### config.mk
export PLATFORM = sky130hd
export DESIGN_NAME = x_pll_ctrl_flat
export DESIGN_NICKNAME = d
export VERILOG_FILES = /design/src/rtl/x_pll_ctrl_if.sv /design/src/rtl/x_pll_ctrl.sv /design/src/flat_wrapper.sv
export SDC_FILE = /design/constraint.sdc
export NUM_CORES = 1
export LEC_CHECK = 0
export ABC_AREA = 1
export CELL_PAD_IN_SITES_DETAIL_PLACEMENT = 2
export CELL_PAD_IN_SITES_GLOBAL_PLACEMENT = 2
export CORE_MARGIN = 2
export CORE_UTILIZATION = 30
export CTS_CLUSTER_SIZE = 25
export DETAILED_ROUTE_END_ITERATION = 8
export PLACE_DENSITY = 0.69
export SYNTH_ARGS = -nofsm -noshare
export SYNTH_HDL_FRONTEND = slang
export SYNTH_SLANG_ARGS = --single-unit
### constraint.sdc
create_clock -name i_clk -period 1.81 [get_ports i_clk]
set_input_delay 0.2715 -clock i_clk [delete_from_list [all_inputs] [get_ports i_clk]]
set_output_delay 0.2715 -clock i_clk [all_outputs]
set_load 0.05 [all_outputs]
### src/rtl/x_pll_ctrl_if.sv
// x_pll_ctrl_if -- PLL control bundle between the controller and its user.
//
// Signals
//   i_lock        PLL LOCK, asynchronous to the controller clock
//   i_restart     single-cycle restart request
//   o_pll_resetb  PLL RESETB (0 = PLL held in reset)
//   o_bypass      PLL BYPASS
//   o_ready       PLL output valid for use
//   o_fail        controller parked in FAIL
//   o_lost        one-cycle pulse on loss of lock while running
//   o_lost_cnt    saturating count of o_lost pulses
//   o_state       current controller state (HOLD=0 WAIT=1 STABLE=2 RUN=3 FAIL=4)
//
// Modports
//   slave   the controller (drives the o_* signals)
//   master  the user / environment (drives i_lock and i_restart)
interface x_pll_ctrl_if;
  logic       i_lock;
  logic       i_restart;
  logic       o_pll_resetb;
  logic       o_bypass;
  logic       o_ready;
  logic       o_fail;
  logic       o_lost;
  logic [7:0] o_lost_cnt;
  logic [2:0] o_state;

  modport slave (
    input  i_lock, i_restart,
    output o_pll_resetb, o_bypass, o_ready, o_fail, o_lost, o_lost_cnt, o_state
  );

  modport master (
    output i_lock, i_restart,
    input  o_pll_resetb, o_bypass, o_ready, o_fail, o_lost, o_lost_cnt, o_state
  );
endinterface

### src/rtl/x_pll_ctrl.sv
// x_pll_ctrl -- PLL power-up / lock supervision controller.
//
// Holds the PLL in reset for P_HOLD cycles, waits up to P_TIMEOUT cycles for
// lock, requires P_LOCK consecutive synchronized lock cycles before declaring
// the output ready, and watches for lock loss while running.
//
// Ports
//   i_clk  reference clock, all state updates on its rising edge
//   i_rst  asynchronous active-high reset
//   pll    x_pll_ctrl_if.slave bundle (lock/restart in, PLL controls and
//          status out); every output is a flop, no input reaches an output
//          combinationally.
//
// Configuration macro
//   X_PLL_CTRL_RETRY_EN  defined: timeout and lock loss retry from HOLD, FAIL
//                        is unreachable and o_fail is tied 0.
//                        undefined: timeout and lock loss park in FAIL until
//                        i_restart.
module x_pll_ctrl #(
  parameter int unsigned P_HOLD    = 16,
  parameter int unsigned P_LOCK    = 1024,
  parameter int unsigned P_TIMEOUT = 60000
) (
  input  logic        i_clk,
  input  logic        i_rst,
  x_pll_ctrl_if.slave pll
);

  typedef enum logic [2:0] {
    ST_HOLD   = 3'd0,
    ST_WAIT   = 3'd1,
    ST_STABLE = 3'd2,
    ST_RUN    = 3'd3,
    ST_FAIL   = 3'd4
  } state_t;

  localparam logic [15:0] HOLD_LAST    = 16'(P_HOLD - 1);
  localparam logic [15:0] LOCK_LAST    = 16'(P_LOCK - 1);
  localparam logic [15:0] TIMEOUT_LAST = 16'(P_TIMEOUT - 1);

  // Where a timeout or a lock loss sends the controller.
`ifdef X_PLL_CTRL_RETRY_EN
  localparam state_t ST_GIVE_UP = ST_HOLD;
`else
  localparam state_t ST_GIVE_UP = ST_FAIL;
`endif

  state_t      state_q, state_d;
  logic [15:0] cnt_q, cnt_d;
  logic        lock_meta_q, lock_s_q;
  logic        resetb_q, resetb_d;
  logic        bypass_q, bypass_d;
  logic        ready_q, ready_d;
  logic        lost_q, lost_d;
  logic [7:0]  lost_cnt_q, lost_cnt_d;

  // Two-flop synchronizer for the asynchronous LOCK input.
  always_ff @(posedge i_clk or posedge i_rst) begin
    if (i_rst) begin
      lock_meta_q <= 1'b0;
      lock_s_q    <= 1'b0;
    end else begin
      lock_meta_q <= pll.i_lock;
      lock_s_q    <= lock_meta_q;
    end
  end

  always_comb begin
    state_d    = state_q;
    lost_d     = 1'b0;
    lost_cnt_d = lost_cnt_q;

    case (state_q)
      ST_HOLD: begin
        if (cnt_q == HOLD_LAST) state_d = ST_WAIT;
      end
      ST_WAIT: begin
        if (lock_s_q)                   state_d = ST_STABLE;
        else if (cnt_q == TIMEOUT_LAST) state_d = ST_GIVE_UP;
      end
      ST_STABLE: begin
        // The counter restarts on entry, so it counts consecutive good cycles.
        if (!lock_s_q)               state_d = ST_WAIT;
        else if (cnt_q == LOCK_LAST) state_d = ST_RUN;
      end
      ST_RUN: begin
        if (!lock_s_q) begin
          lost_d  = 1'b1;
          state_d = ST_GIVE_UP;
          if (lost_cnt_q != 8'hFF) lost_cnt_d = lost_cnt_q + 8'd1;
        end
      end
      ST_FAIL: begin
        state_d = ST_FAIL;
      end
      default: begin
        state_d = ST_HOLD;
      end
    endcase

    // Restart overrides the transition but not the lost pulse/count above.
    if (pll.i_restart) state_d = ST_HOLD;

    // Cleared on every state entry, including HOLD re-entered from HOLD.
    if (state_d != state_q || pll.i_restart) cnt_d = '0;
    else                                     cnt_d = cnt_q + 16'd1;

    // Outputs decoded from the next state so they line up with o_state.
    resetb_d = (state_d == ST_WAIT) || (state_d == ST_STABLE) || (state_d == ST_RUN);
    bypass_d = (state_d != ST_RUN);
    ready_d  = (state_d == ST_RUN);
  end

  // Reset values make o_ready/o_pll_resetb drop the moment i_rst rises.
  always_ff @(posedge i_clk or posedge i_rst) begin
    if (i_rst) begin
      state_q    <= ST_HOLD;
      cnt_q      <= '0;
      resetb_q   <= 1'b0;
      bypass_q   <= 1'b1;
      ready_q    <= 1'b0;
      lost_q     <= 1'b0;
      lost_cnt_q <= '0;
    end else begin
      state_q    <= state_d;
      cnt_q      <= cnt_d;
      resetb_q   <= resetb_d;
      bypass_q   <= bypass_d;
      ready_q    <= ready_d;
      lost_q     <= lost_d;
      lost_cnt_q <= lost_cnt_d;
    end
  end

`ifdef X_PLL_CTRL_RETRY_EN
  assign pll.o_fail = 1'b0;
`else
  logic fail_q;

  always_ff @(posedge i_clk or posedge i_rst) begin
    if (i_rst) fail_q <= 1'b0;
    else       fail_q <= (state_d == ST_FAIL);
  end

  assign pll.o_fail = fail_q;
`endif

  assign pll.o_pll_resetb = resetb_q;
  assign pll.o_bypass     = bypass_q;
  assign pll.o_ready      = ready_q;
  assign pll.o_lost       = lost_q;
  assign pll.o_lost_cnt   = lost_cnt_q;
  assign pll.o_state      = state_q;

endmodule
### src/flat_wrapper.sv
// flat-port wrapper written by rule: the top's interface ports become plain ports
module x_pll_ctrl_flat 
#(
  parameter int unsigned P_HOLD    = 16,
  parameter int unsigned P_LOCK    = 1024,
  parameter int unsigned P_TIMEOUT = 60000
)
  (i_clk, i_rst, pll_i_lock, pll_i_restart, pll_o_pll_resetb, pll_o_bypass, pll_o_ready, pll_o_fail, pll_o_lost, pll_o_lost_cnt, pll_o_state);
  x_pll_ctrl_if pll_i ();
  input  logic i_clk;
  input  logic i_rst;
  input wire logic [$bits(pll_i.i_lock)-1:0] pll_i_lock;
  input wire logic [$bits(pll_i.i_restart)-1:0] pll_i_restart;
  output wire logic [$bits(pll_i.o_pll_resetb)-1:0] pll_o_pll_resetb;
  output wire logic [$bits(pll_i.o_bypass)-1:0] pll_o_bypass;
  output wire logic [$bits(pll_i.o_ready)-1:0] pll_o_ready;
  output wire logic [$bits(pll_i.o_fail)-1:0] pll_o_fail;
  output wire logic [$bits(pll_i.o_lost)-1:0] pll_o_lost;
  output wire logic [$bits(pll_i.o_lost_cnt)-1:0] pll_o_lost_cnt;
  output wire logic [$bits(pll_i.o_state)-1:0] pll_o_state;
  assign pll_i.i_lock = pll_i_lock;
  assign pll_i.i_restart = pll_i_restart;
  assign pll_o_pll_resetb = pll_i.o_pll_resetb;
  assign pll_o_bypass = pll_i.o_bypass;
  assign pll_o_ready = pll_i.o_ready;
  assign pll_o_fail = pll_i.o_fail;
  assign pll_o_lost = pll_i.o_lost;
  assign pll_o_lost_cnt = pll_i.o_lost_cnt;
  assign pll_o_state = pll_i.o_state;
  x_pll_ctrl #(.P_HOLD(P_HOLD), .P_LOCK(P_LOCK), .P_TIMEOUT(P_TIMEOUT)) u_core (.i_clk(i_clk), .i_rst(i_rst), .pll(pll_i));
endmodule
After elaboration in Yosys (flattened, before gate mapping) --
Cells that the tools add are included.
Cells by class: equal/unequal tests 14, muxes and demuxes 11, bitwise operators 1, order comparisons 0, shift-type cells 0, $mul 0, reduce and logical (&&, ||, !) cells 5, divide/modulo/power cells 0, $add $sub $neg 2
Operators with widths (number):
- two-way mux 3 bit | 7
- adder 16 x 1 -> 16 bit (second input constant) | 1
- equality test 16 x 10 -> 1 bit (second input constant) | 1
- equality test 16 bit (second input constant) | 1
- equality test 16 x 4 -> 1 bit (second input constant) | 1
- two-way mux 16 bit | 1
- one-hot mux 3 bit (5 select lines) | 1
- equality test 3 x 2 -> 1 bit (second input constant) | 4
- adder 8 x 1 -> 8 bit (second input constant) | 1
- inequality test 8 bit (second input constant) | 1
- equality test 3 x 1 -> 1 bit (second input constant) | 2
- equality test 3 bit (second input constant) | 2
- zero test 3 bit | 1
- logical OR 1 bit | 3
- inequality test 3 x 2 -> 1 bit (second input constant) | 1
- inequality test 3 bit | 1
- AND reduction 3 bit | 1
- two-way mux 1 bit | 2
- inverter 1 bit | 1
Word-level totals: memory bits (writable) 0, bits of input ports 4, memories 0, ROM bits 0, word-level logic and storage cells 43, bits in latches 0, register bits 34

Longest topological paths before layout --
Gate-level depths: netlist (run 1).
depth in word-level cells 8, mapped depth 12

Worst setup path before layout (run 1) --
No wires, ideal clock.
path kind register -> register, start reg u_core.lost_cnt_q[1] (netlist: u_core.pll.o_lost_cnt[1]), end reg u_core.lost_cnt_q[5] (netlist: u_core.pll.o_lost_cnt[5]), slack 0.067 ns, data arrival time 1.601 ns, cell stages (with the launch flop) 9, setup time 0.142 ns, path buffers 0, cells stage by stage dfrtp_1 ha_1 inv_1 nor3_1 nand3_1 nand2_1 inv_1 nand4_1 xnor2_1
Between the ends: cells in the longest elaborated chain, start to end 2
Ends and longest elaborated chain:
- start: declaration | line x_pll_ctrl.sv:55 | logic [7:0] lost_cnt_q, lost_cnt_d;
- start signal: assignment | line x_pll_ctrl.sv:131 | lost_cnt_q <= lost_cnt_d;
- branches (longest 2 deep; another with adder 8 x 1 -> 8 bit)
Parallel ways; which one is timed is not known. A chain may end at the register's enable or synchronous reset.

Worst setup path in the final report (run 1) --
start reg u_core.fail_q (netlist: u_core.pll.o_fail), end out pll_o_fail
RTL lines:
- start: declaration | line x_pll_ctrl.sv:138 | logic fail_q;
- start signal: assignment | line x_pll_ctrl.sv:142 | else fail_q <= (state_d == ST_FAIL);
- end: declaration | line flat_wrapper.sv:17 | output wire logic [$bits(pll_i.o_fail)-1:0] pll_o_fail;
No word-level cell between the ends.

==> flow_summary.json, run 1 <==
{
  "place_congestion": 0.6862,
  "antenna_cells": 0,
  "rsz0062_at_grt": "no",
  "top_usage_layer": "met2",
  "io_buffers": 19,
  "setup_tns_ps": 0,
  "htreeDepth": 2,
  "grtUsageMet2_pct": 25.42,
  "cp.required_ps": 1540,
  "place_area_um2": 2083,
  "synth_mux_area_share_pct": 0,
  "synth_area_leaders": "dfrtp_1 47%, nand2_1 10%, inv_1 7.1%",
  "fin_cells": 316,
  "ys.flop_type": "dfrtp_1",
  "yosysWarnings": 0,
  "final_util_pct": 39.84,
  "grt_max_degree": 35,
  "initial_utilization_pct": 31.49,
  "synth_area_per_cell_um2": 8.359,
  "ctsHoldBuffers": 0,
  "final_area_um2": 2221,
  "die_y_um": 80.50,
  "yosysSeqAreaShare_pct": 48.54,
  "path_clk_slew_ps": 70,
  "slew_violations": 0,
  "synth-compound-area-share_pct": 1.996,
  "worst_pin_slew_ps": 493.9,
  "place_inst": 308,
  "end_kind": "primary output",
  "viasPerCell": 4.547,
  "synth_top_cell_area_share_pct": 47.04,
  "synth_fa_ha_area_share_pct": 1.426,
  "first_pass_iters": 4,
  "worstSkewPairLatency_ps": 280,
  "max_freq_mhz": 598.6,
  "min_path_type": "in2async",
  "synth_edf_count": 0,
  "grt.overflow.total": 0,
  "ant_nets": 0,
  "synth_common_cells": "47 x nand2_1, 33 x dfrtp_1, 33 x inv_1",
  "grt_pass1_vias": 1572,
  "grt_pass1_wl_um": 7893,
  "syn_nets": 216,
  "area_growth_pct": 26.51,
  "finalSetupViolations": 0,
  "ys_ff_latch": 34,
  "multi_input_area_um2": 802.0,
  "min_period_ps": 1671,
  "hold_slack_ps": 341.1,
  "die-width_um": 80.50,
  "synth_xor_area_share_pct": 8.482,
  "cts_sinks": 34,
  "crit_family": "buffers and inverters",
  "worstSetupPathType": "reg2out",
  "cts_tree": "done",
  "synth_cells": 210,
  "p_total_mw": 1.430,
  "drc": 0,
  "hold_viol": 0,
  "wl_per_cell_um": 13.97,
  "hpwl_um": 3415,
  "num_vias": 1437,
  "met3_usage_pct": 3.708,
  "total_leakage_power_nw": 1.078,
  "ff2ff_setup_slack_ps": 170,
  "synth-simple-area-share_pct": 31.15,
  "worst_slack_ps": 139.4,
  "synth_top_family_by_area": "simple AND/OR/NAND/NOR gates",
  "drive_gt1_share_pct": 22.54,
  "worst_slew_margin_rel_pct": 66.97,
  "layout.nets": 249,
  "worstRegToRegCells": 10,
  "clock_skew_ps": 3.540,
  "maxCapViolCount": 0,
  "root_buffer": "clkbuf_8",
  "cts_buffers": 5,
  "synthDistinctLibCells": 25,
  "drtIter0Drc": 47,
  "netlist.top_cell.by_area": "dfrtp_1",
  "outcome": "complete, no violations",
  "slowest_stage": "clkdlybuf4s50_1",
  "cp-start-kind": "flip-flop",
  "crit_buf_inv": 1,
  "post-synth-top-count-cell": "nand2_1",
  "post-cts-setup-buffer-count": 0,
  "min_period_over_period_pct": 92.30,
  "synth_area_um2": 1755,
  "num_io_pins": 20,
  "register_area_um2": 852.1,
  "clk_path_buf_depth": 2,
  "async_reset_ff_share_pct": 100.0,
  "wl_um": 4415,
  "ir_worst_vdd_mv": 0.2301,
  "core_area_um2": 5574,
  "cp_num_cells": 1,
  "antenna_found_initial": 0,
  "cp_max_fo": 1,
  "power_density_nw_per_um2": 643.8,
  "num-fill-cells": 659,
  "crit_chain": "clkdlybuf4s50_1",
  "die_area_um2": 6479,
  "arrival_ps": 1400,
  "grtUsageMet1_pct": 21.81,
  "cts_resized": 0,
  "rows": 27,
  "place_ws_ps": 46.86,
  "grtUsageTotal_pct": 16.12,
  "critical-path-max-stage-delay_ps": 790
}
-- flip-flops by register name (all words and copies together) (netlist names) --
name / flops
u_core.lock_meta_q: 1
u_core.lock_s_q: 1
u_core.pll.o_fail: 1
u_core.pll.o_lost: 1
u_core.pll.o_lost_cnt: 8
u_core.pll.o_state: 3
u_core.pll.o_ready: 1
u_core.pll.o_pll_resetb: 1
u_core.cnt_q: 16
u_core.pll.o_bypass: 1
-- area by class of cell --
cell class              instances  area share [%]
flip-flops and latches         34           38.37
inverters                      34           5.746
clock buffers                   7           3.887
repair buffers                 27           11.61
well taps                      72           4.056
clock inverters                 1          0.2254
multi-input cells             141           36.11
-- worst paths after layout --
path | startpoint | to
min reg2reg | u_core.lock_meta_q | u_core.lock_s_q
min | i_rst | u_core.pll.o_state[2]
max in group asynchronous | i_rst | u_core.pll.o_bypass
max | u_core.pll.o_fail | pll_o_fail
min in group i_clk | u_core.lock_meta_q | u_core.lock_s_q
max reg2reg | u_core.cnt_q[7] | u_core.cnt_q[2]
-- cell usage in the layout, fill, tap and decap left out, drive strengths merged, types with 2 or more instances in the layout --
master         count
and2               2
dfrtp             33
ha                 2
clkdlybuf4s50      7
nand3             13
nand4              4
buf               20
a21oi              3
inv               34
nor3               6
xor2              10
nand2             49
clkbuf             7
xnor2              7
nor2              41
o21ai              2
-- metal layers --
layer  up-vias  wire length [um]
met1       711              2084
met3         6               121
met2        16              2158
met5         -                 0
li1        704                 -
met4         0                51
-- logic make-up after synthesis --
logic type	count (synthesis)
and+or+nand+nor	116
AOI/OAI and AO/OA	6
xor gates and xnor gates	17
DFF	34
adders and majority gates	2
buffers and inverters	35
-- worst reg2reg max path: stages (launching register included) --
cell and delay (ps):
dfrtp_1 450, nor2_1 190, nand2_1 80, nor2_1 120, nand2_1 100, a21oi_2 150
nand3_2 100, nand3_2 100, nand2_4 70, buf_12 140, nor2_1 90
-- where the power goes --
group,total [mW],switching (mW),internal [mW]
Sequential,0.776,0.00846,0.767
Clock,0.582,0.275,0.307
Combinational,0.0716,0.0397,0.0319
Total,1.43,0.324,1.11
Note: power is estimated with default switching activity, not from simulation.
==> run 2: changes to the inputs <==
Settings changed: GPL_ROUTABILITY_DRIVEN set to 1, GPL_TIMING_DRIVEN set to 1.
==> results of run 2 <==
The final DEF is identical to that of run 1; final timing and power are the same.
